--- src/rtl/irq_ctrl_n.sv ---
// Nested, strictly prioritised interrupt controller for the single-cycle MIPS core.
// It latches request edges, redirects the PC to per-channel vectors and returns through the saved PCs on each channel's done opcode.
`timescale 1ns/1ps
module irq_ctrl_n #(
  parameter int          NUM_IRQ    = 3,
  parameter int          PC_W       = 32,
  parameter logic [31:0] DONE_BASE  = 32'h11111111,
  parameter logic [31:0] VEC_BASE   = 32'h00000100,
  parameter logic [31:0] VEC_STRIDE = 32'h00000040
) (
  input  logic               clk,
  input  logic               clr,
  input  logic               pc_en,
  input  logic [NUM_IRQ-1:0] irq_in,
  input  logic [31:0]        instr,
  input  logic [PC_W-1:0]    pc_next,
  input  logic               mask_we,
  input  logic [NUM_IRQ-1:0] mask_wdata,
  output logic               pc_redirect,
  output logic [PC_W-1:0]    pc_target,
  output logic [NUM_IRQ-1:0] running,
  output logic [NUM_IRQ:0]   backup_en,
  output logic [NUM_IRQ:0]   restore_en,
  output logic [NUM_IRQ-1:0] pending,
  output logic [3:0]         depth
);

  typedef logic [3:0] level_t;

  logic [NUM_IRQ-1:0] irq_q, irq_d;
  logic [NUM_IRQ-1:0] pending_q, pending_d;
  logic [NUM_IRQ-1:0] mask_q, mask_d;
  logic [NUM_IRQ-1:0] active_q, active_d;
  logic [PC_W-1:0]    save_pc_q [NUM_IRQ+1];
  logic [PC_W-1:0]    save_pc_d [NUM_IRQ+1];

  level_t             level, ret_level, cand_idx;
  logic               cand_valid, done, take;
  logic [NUM_IRQ-1:0] edges, take_oh, active_popped;
  logic [31:0]        done_code;
  logic [PC_W-1:0]    vec_target, ret_pc;
  level_t             depth_cnt;

  // Level of a channel set: 0 when empty, else index of the highest set bit plus one.
  function automatic level_t level_of(input logic [NUM_IRQ-1:0] v);
    level_t l;
    l = '0;
    for (int i = 0; i < NUM_IRQ; i++) begin
      if (v[i]) l = level_t'(i + 1);
    end
    return l;
  endfunction

  // NOTE: every always_comb output gets a default before any conditional
  // assignment, so no path leaves a signal unassigned and no latch is inferred.
  always_comb begin
    level      = level_of(active_q);
    cand_valid = 1'b0;
    cand_idx   = '0;
    for (int k = 0; k < NUM_IRQ; k++) begin
      if (pending_q[k] && mask_q[k]) begin
        cand_valid = 1'b1;
        cand_idx   = level_t'(k);
      end
    end

    done_code = DONE_BASE * 32'(level);
    done      = (level != '0) && pc_en && (instr == done_code);
    take      = pc_en && !done && cand_valid && ((cand_idx + level_t'(1)) > level);

    take_oh       = '0;
    active_popped = active_q;
    for (int i = 0; i < NUM_IRQ; i++) begin
      if (level_t'(i) == cand_idx)     take_oh[i]       = 1'b1;
      if (level_t'(i + 1) == level)    active_popped[i] = 1'b0;
    end
    ret_level  = level_of(active_popped);
    vec_target = PC_W'(VEC_BASE + VEC_STRIDE * 32'(cand_idx));

    ret_pc = '0;
    for (int i = 0; i <= NUM_IRQ; i++) begin
      if (level_t'(i) == ret_level) ret_pc = save_pc_q[i];
    end
  end

  // Next-state logic; a fresh edge on the channel being taken re-arms it.
  always_comb begin
    edges     = irq_in & ~irq_q;
    irq_d     = irq_in;
    pending_d = (pending_q & ~(take ? take_oh : '0)) | edges;
    mask_d    = mask_we ? mask_wdata : mask_q;

    if (take)      active_d = active_q | take_oh;
    else if (done) active_d = active_popped;
    else           active_d = active_q;

    for (int i = 0; i <= NUM_IRQ; i++) begin
      save_pc_d[i] = save_pc_q[i];
      if (take && level_t'(i) == level) save_pc_d[i] = pc_next;
    end
  end

  // NOTE: sequential state uses non-blocking assignments only, so every flop
  // samples the pre-edge values regardless of statement order.
  always_ff @(posedge clk) begin
    if (!clr) begin
      irq_q     <= '0;
      pending_q <= '0;
      mask_q    <= '1;
      active_q  <= '0;
      // NOTE: the return-PC file is small and its contents are observable after
      // a reset, so it is cleared here rather than left unreset like a RAM.
      for (int i = 0; i <= NUM_IRQ; i++) save_pc_q[i] <= '0;
    end else begin
      irq_q     <= irq_d;
      pending_q <= pending_d;
      mask_q    <= mask_d;
      active_q  <= active_d;
      for (int i = 0; i <= NUM_IRQ; i++) save_pc_q[i] <= save_pc_d[i];
    end
  end

  // Outputs are forced to zero for as long as clr is held low.
  always_comb begin
    depth_cnt = '0;
    for (int i = 0; i < NUM_IRQ; i++) begin
      if (active_q[i]) depth_cnt = depth_cnt + level_t'(1);
    end

    pc_redirect = clr && (take || done);
    if (!clr)      pc_target = '0;
    else if (take) pc_target = vec_target;
    else if (done) pc_target = ret_pc;
    else           pc_target = pc_next;

    for (int i = 0; i <= NUM_IRQ; i++) begin
      backup_en[i]  = clr && take && (level_t'(i) == level);
      restore_en[i] = clr && done && (level_t'(i) == ret_level);
    end

    running = clr ? active_q  : '0;
    pending = clr ? pending_q : '0;
    depth   = clr ? depth_cnt : '0;
  end

endmodule

--- config.mk ---
export PLATFORM = sky130hd
export DESIGN_NAME = irq_ctrl_n
export DESIGN_NICKNAME = d
export VERILOG_FILES = /design/src/rtl/irq_ctrl_n.sv
export SDC_FILE = /design/constraint.sdc
export NUM_CORES = 1
export LEC_CHECK = 0
export CAP_MARGIN = 30
export CORE_UTILIZATION = 46
export CTS_CLUSTER_DIAMETER = 150
export DETAILED_ROUTE_END_ITERATION = 6
export PLACE_DENSITY_LB_ADDON = 0.08
export SYNTH_ARGS = -nofsm -noshare
export SYNTH_HDL_FRONTEND = slang
export SYNTH_SLANG_ARGS = --single-unit
--- constraint.sdc ---
create_clock -name clk -period 3.1 [get_ports clk]
set_clock_uncertainty 0.15 [all_clocks]
set_input_delay 0.31 -clock clk [delete_from_list [all_inputs] [get_ports clk]]
set_output_delay 0.31 -clock clk [all_outputs]
set_load 0.01 [all_outputs]
**Yosys cells after proc, flatten, opt, wreduce, memory -nomap -nowiden**

Memories as Yosys holds them, arrays and structs flattened.
Cells that the tools add are included.

- Memories kept: 1
- Register bits: 12
- Memory bits (writable): 128

Memory list:

| memory | words | bits a word | rd ports | clocked after Yosys merged registers in | write ports | RTL line | source |
|---|---|---|---|---|---|---|---|
| save_pc_q | 4 | 32 | 4 | 0 | 4 | 34 | `logic [PC_W-1:0] save_pc_q [NUM_IRQ+1];` |

- $lt $le $gt $ge: 1
- Equal/unequal tests: 9
- Reduce and logical (&&, ||, !) cells: 30
- Mux-type cells: 42
- Add/sub/neg operators: 4
- Bitwise gates (word level): 10
- Multiply operators: 1

Operators with widths:

| operator | number |
|---|---|
| 32-bit two-way mux | 15 |
| 32-bit equality test | 1 |
| 29-bit by 4-bit multiplier with 32-bit output (first input constant) | 1 |
| 4-bit two-way mux | 7 |
| 1-bit logical AND | 23 |
| 2-bit by 4-bit equality test with 1-bit output (first input constant) | 5 |
| 3-bit two-way mux | 5 |
| 1-bit two-way mux | 14 |
| 4-bit by 1-bit adder with 4-bit output (second input constant) | 3 |
| 1-bit by 4-bit equality test with 1-bit output (first input constant) | 3 |
| 4-bit logical NOT | 3 |
| 9-bit by 10-bit adder with 11-bit output (first input constant) | 1 |
| 3-bit AND | 2 |
| 3-bit inverter | 2 |
| 3-bit OR | 2 |
| 4-bit greater-than comparator | 1 |
| 1-bit OR | 4 |
| 4-bit nonzero test | 1 |
| 2-bit two-way mux | 1 |
| 2-bit nonzero test | 1 |
| 1-bit logical NOT | 1 |
| 1-bit logical OR | 1 |

**Longest topological paths before layout**

Gate-level depths: netlist of the first run.

- Word-level depth: 16
- Gate-level depth with buffers: 13
- Gate-level depth less buffers: 8

**Least setup slack after synthesis of the first run**

OpenSTA, ideal clock, no wires.

- Kind: reg2out
- From: reg active_q[1]
- To: out pc_target[8]
- Cell stages (with the launch flop): 13
- Path slack: 69 ps
- Arrival time: 2,571 ps
- Cell sequence: dfxtp_1 -> buf_6 -> inv_1 -> ha_1 -> buf_2 -> or2_2 -> buf_2 -> o22ai_1 -> o221ai_1 -> or3_1 -> buf_2 -> and3b_1 -> nor3_1

- Word-level cells in the longest chain between the ends: 15
- Elaborated cells between the ends (all ways): 32
- Classes of those cells: mul (1); order compare (1); eq/ne (7); mux (15); reduce/logical (8)

Ends and longest elaborated chain:

| element | RTL line | source |
|---|---|---|
| from (decl) | 33 | `logic [NUM_IRQ-1:0] active_q, active_d;` |
| from (signal assigned) | 118 | `active_q <= active_d;` |
| branches (longest 13 deep; another with 29-bit by 4-bit multiplier with 32-bit output) | n/a |  |
| 32-bit two-way mux * | 132 | `else if (take) pc_target = vec_target;` |
| 32-bit two-way mux * | 131 | `if (!clr) pc_target = '0;` |
| to (decl) | 20 | `output logic [PC_W-1:0] pc_target,` |

Every way passes the cells marked *.

**Final worst setup path of the first run**

- From: reg active_q[1]
- To: out backup_en[1]

- Word-level cells in the longest chain between the ends: 11
- Elaborated cells between the ends (all ways): 15
- Classes of those cells: mul (1); order compare (1); eq/ne (2); mux (2); reduce/logical (9)

Ends and longest elaborated chain:

| element | RTL line | source |
|---|---|---|
| 2-bit two-way mux * | 49 | `if (v[i]) l = level_t'(i + 1);` |
| 4-bit two-way mux * | 49 |  |
| 29-bit by 4-bit multiplier with 32-bit output or 4-bit nonzero test (tied branches) | 67, 68 |  |
| 32-bit equality test or 1-bit logical AND (tied branches) | 68 | `done = (level != '0) && pc_en && (instr == done_code);` |
| 1-bit logical AND | 68 |  |
| 1-bit logical NOT | 69 | `take = pc_en && !done && cand_valid && ((cand_idx + level_t'(1)) > level);` |
| 1-bit logical AND (3 in series) | 69 |  |
| 1-bit logical AND | 137 | `backup_en[i] = clr && take && (level_t'(i) == level);` |
| 1-bit logical AND * | 137 |  |
| to (decl) | 22 | `output logic [NUM_IRQ:0] backup_en,` |

Mark *: on every way between the ends. The rest lies on a longest branch, timed or not.

==> results of run 1 <==
[where the power goes]
group | leakage [uW] | switching [uW] | total, uW | internal [uW]
Clock | 0.000134 | 541 | 1090 | 550
Sequential | 0.000876 | 42.1 | 1500 | 1460
Combinational | 0.00260 | 591 | 1100 | 509
Total | 0.00361 | 1170 | 3690 | 2520
[state kept, by name, summed over array words and instances, names as in the netlist]
register   flops
save_pc_q     96
mask_q         3
pending_q      3
irq_q          3
active_q       3
[final cells by class]
cell class	instances	area, um2	area share, %
Clock inverter	7	50.0	0.627
Timing Repair Buffer	200	1850	23.2
Tap cell	168	210	2.63
Clock buffer	9	225	2.82
Sequential cell	108	2160	27.1
Inverter	9	33.8	0.423
Multi-Input combinational cell	539	3450	43.2
[per-stage QoR]
step           util [%]  cell area, um2  power (uW)
2_1_floorplan         -            5720        2070
3_3_place_gp       61.3            7390        2520
3_5_place_dp       61.3            7390        2540
4_1_cts            65.9            7950        3670
5_1_grt            66.2            7980        3850
6_report           66.2            7980        3690
[timing repair]
| item | 4_1_cts | 5_1_grt |
|---|---|---|
| resized for setup | 191 | 29 |
| endpoints found under the hold margin | 0 | 0 |
| setup buffers | 14 | 6 |
| endpoints found under the setup margin | 40 | 72 |
| pin swaps | 32 | 15 |
| gates cloned | 5 | 0 |
[metal layers]
layer,track usage [%],vias to the layer above,routed length (um)
li1,-,2757,-
met1,34.9,2777,7710
met2,51.5,203,9100
met3,4.89,30,1030
met4,11.0,0,378
met5,0,-,0
[how the worst min path moves through the flow]
stage                     slack (ns)           end
after floorplan                 0.25  pending_q[0]
after global placement          0.25  pending_q[1]
after detailed placement        0.26  pending_q[2]
after CTS                       0.03     mask_q[0]
after global routing            0.05     mask_q[1]
final                           0.05     mask_q[0]
[kinds of logic (layout without fill, tap and decap cells)]
group | Yosys count | count (layout) | share of synthesized area (%)
multiplexers | 98 | 98 | 17.2
XOR/XNOR | 2 | 2 | 0.307
AO/OA/AOI/OAI | 129 | 129 | 14.5
other | 1 | 2 | 0.0657
AND/OR/NAND/NOR | 304 | 304 | 23.1
buffers and inverters | 68 | 225 | 6.11
adder cells (fa/ha/maj) | 4 | 4 | 0.876
flip-flops | 108 | 108 | 37.9
[synth_stat cells (5+ instances only)]
| master | number | area, um2 |
|---|---|---|
| a21oi_1 | 69 | 345 |
| buf_2 | 15 | 75.1 |
| buf_6 | 9 | 101 |
| clkbuf_1 | 30 | 113 |
| dfxtp_1 | 108 | 2160 |
| inv_1 | 8 | 30.0 |
| mux2i_1 | 98 | 981 |
| nand2_1 | 236 | 886 |
| nand3_1 | 9 | 45.0 |
| nor2_1 | 16 | 60.1 |
| nor3_1 | 6 | 30.0 |
| nor4_1 | 5 | 31.3 |
| o211ai_1 | 29 | 218 |
| o21ai_0 | 11 | 55.1 |
==> impl_summary.txt, run 1 <==
----------------------------------------------------
[Status]
  Run status ... complete, but fails checks
  Failing checks ... negative setup slack

[Hold path]
  Min-delay worst type ... in2reg
  Min-Delay Startpoint ... clr
  Worst hold path stage count ... 2

[Synthesis]
  Number of synthesized flops with an enable pin ... 0
  Synthesized area per cell ... 8.00 um2
  Post-Syn Area ... between 5000 and 6000 um2
  Dominant synthesized flop cell ... dfxtp_1
  Async set-reset flop share out of synthesis ... 0%
  Distinct cell type count of the synthesized netlist ... 56
  Fraction of the yosys area taken by sequential cells ... 37.9%
  Number of warnings printed during yosys synthesis ... 0
  Number of synthesized register bits ... approximately 110
  Post-Syn Instances ... 714

[Routing]
  Post-DR vias/cell ... ~5.5
  Final antenna-violating net count ... 0
  Drt wl/cell ... 17.5 um
  Residual DRC count ... 0
  Drt pass-1 iters ... 5
  Routed wire length ... 18200 um
  1st-iter DRT viols ... 336
  Routed vias ... 5767

[Global routing]
  First-pass GRT wire length ... slightly below 30000 um
  Initial antenna violation count ... 0
  All-layer global routing usage ... 28.9%
  Maximum number of pins on one net before global-route repair ... 78
  Vias in the first global route ... 5827
  GR Overflow Total ... 0

[Critical path]
  Critical setup path kind ... reg2out
  Worst reg-to-reg setup slack ... 0.04 ns
  Slowest Stage Delay on Critical Path ... between 0.3 and 0.4 ns
  Launching point of the worst reg2reg path ... active_q[1]
  Total stage count of the critical path ... 12
  Cell occurring most often along the worst timing path ... buf_4
  Cell depth of the worst flop-to-flop path ... 13
  Kind of end point of the critical path ... primary output
  Required arrival time at the worst endpoint ... 2.64 ns
  Count of buffer and inverter cells on the critical path ... 6
  Arr. time, crit path ... 2.78 ns
  Slowest library cell on the worst path ... dfxtp_2
  Worst setup endpoint ... backup_en[1]
  Crit path cell chain ... inv_2 -> ha_4 -> buf_4 -> buf_4 -> xor2_1 -> o31ai_2 -> a31o_2 -> a41o_4 -> buf_4 -> buf_4 -> nor4_2 -> buf_2
  Endpoint of the most critical register-to-register path ... save_pc_q[1][12]
  Critical path's top delay family ... buffers and inverters
  Origin of the worst setup path ... active_q[1]
  Startpoint kind of the worst setup timing path ... flop
  Critical path fanouts, max ... 4

[CTS]
  Clock sink count ... 108
  Maximum buffer depth of the clock tree ... 2
  Number of buffers created by CTS ... 9
  Post-cts hold buffer count ... 0
  Source-to-sink clock delay at the later pin of the worst-skew pair ... 0.35 ns
  Clock tree from TritonCTS ... yes
  Clock slew at the register clock pins of the worst setup and hold paths ... 0.07 ns
  CTS H-tree depth ... 3
  Buffer cell driving the clock tree root ... clkbuf_16

[Layout]
  Post-layout instance count excluding filler cells ... about 1000
  Commonest non-fill, non-tap cells in the layout ... 234 x nand2_1, 107 x dfxtp_1, 98 x mux2i_1
  Most common cell after layout, fill and taps aside ... nand2_1
  Share of post-route cells with drive strength above 1 ... 21.7%
  Fill cell count ... 1021
  Post-layout net count ... 945
  Layout overhead on the synthesized area ... 39.7%
  Antenna diodes ... 0

[Floorplanning]
  IO Count ... 125
  Num rows ... 40
  Total core area ... about 12000 um2
  Initial Util ... 47.4%
  Chip width ... roughly 110 um
  Die height ... 113 um
  Die Area ... 12900 um2

[Place]
  Routability cong. ... 0.783
  # placed instances ... approximately 1000
  Final HPWL from detailed placement ... 11400 um
  Dpl ws ... -0.516 ns
  Number of input and output port buffers inserted ... around 120

[Timing]
  Achievable Freq ... around 0.31 GHz
  Number of max-slew violations in the final report ... 0
  Final sum of negative setup slack ... -2.63 ns
  Headroom to the max-slew limit ... 48.5%
  Share of the clock period used by the worst path after layout ... 104%
  Setup repair after global routing missed its margin ... true
  Setup ws final ... -0.137 ns
  Final hold violations ... 0
  Final critical-path required period ... 3.24 ns
  Least-Margin Pin Slew ... 0.772 ns
  Setup Viol. Count Final ... 31
  Worst Hold Margin ... roughly 0.045 ns

[Run]
  Max-capacitance violation count ... 0

[Power]
  Static Leak ... 0.00361 uW
  Maximum vdd drop ... about 0.00028 V
  Power per cell area ... 463 nW/um2

----------------------------------------------------
Power figures use the tool's default switching activity.
==> run 2: changes to the inputs <==
ABC_AREA = 0   (was unset)
==> results of run 2 <==
No change in the layout: final DEF, timing and power equal those of run 1.
==> run 3: changes to the inputs <==
HOLD_SLACK_MARGIN = 0.03   (was unset)
==> results of run 3 <==
No change in the layout: final DEF, timing and power equal those of run 1.
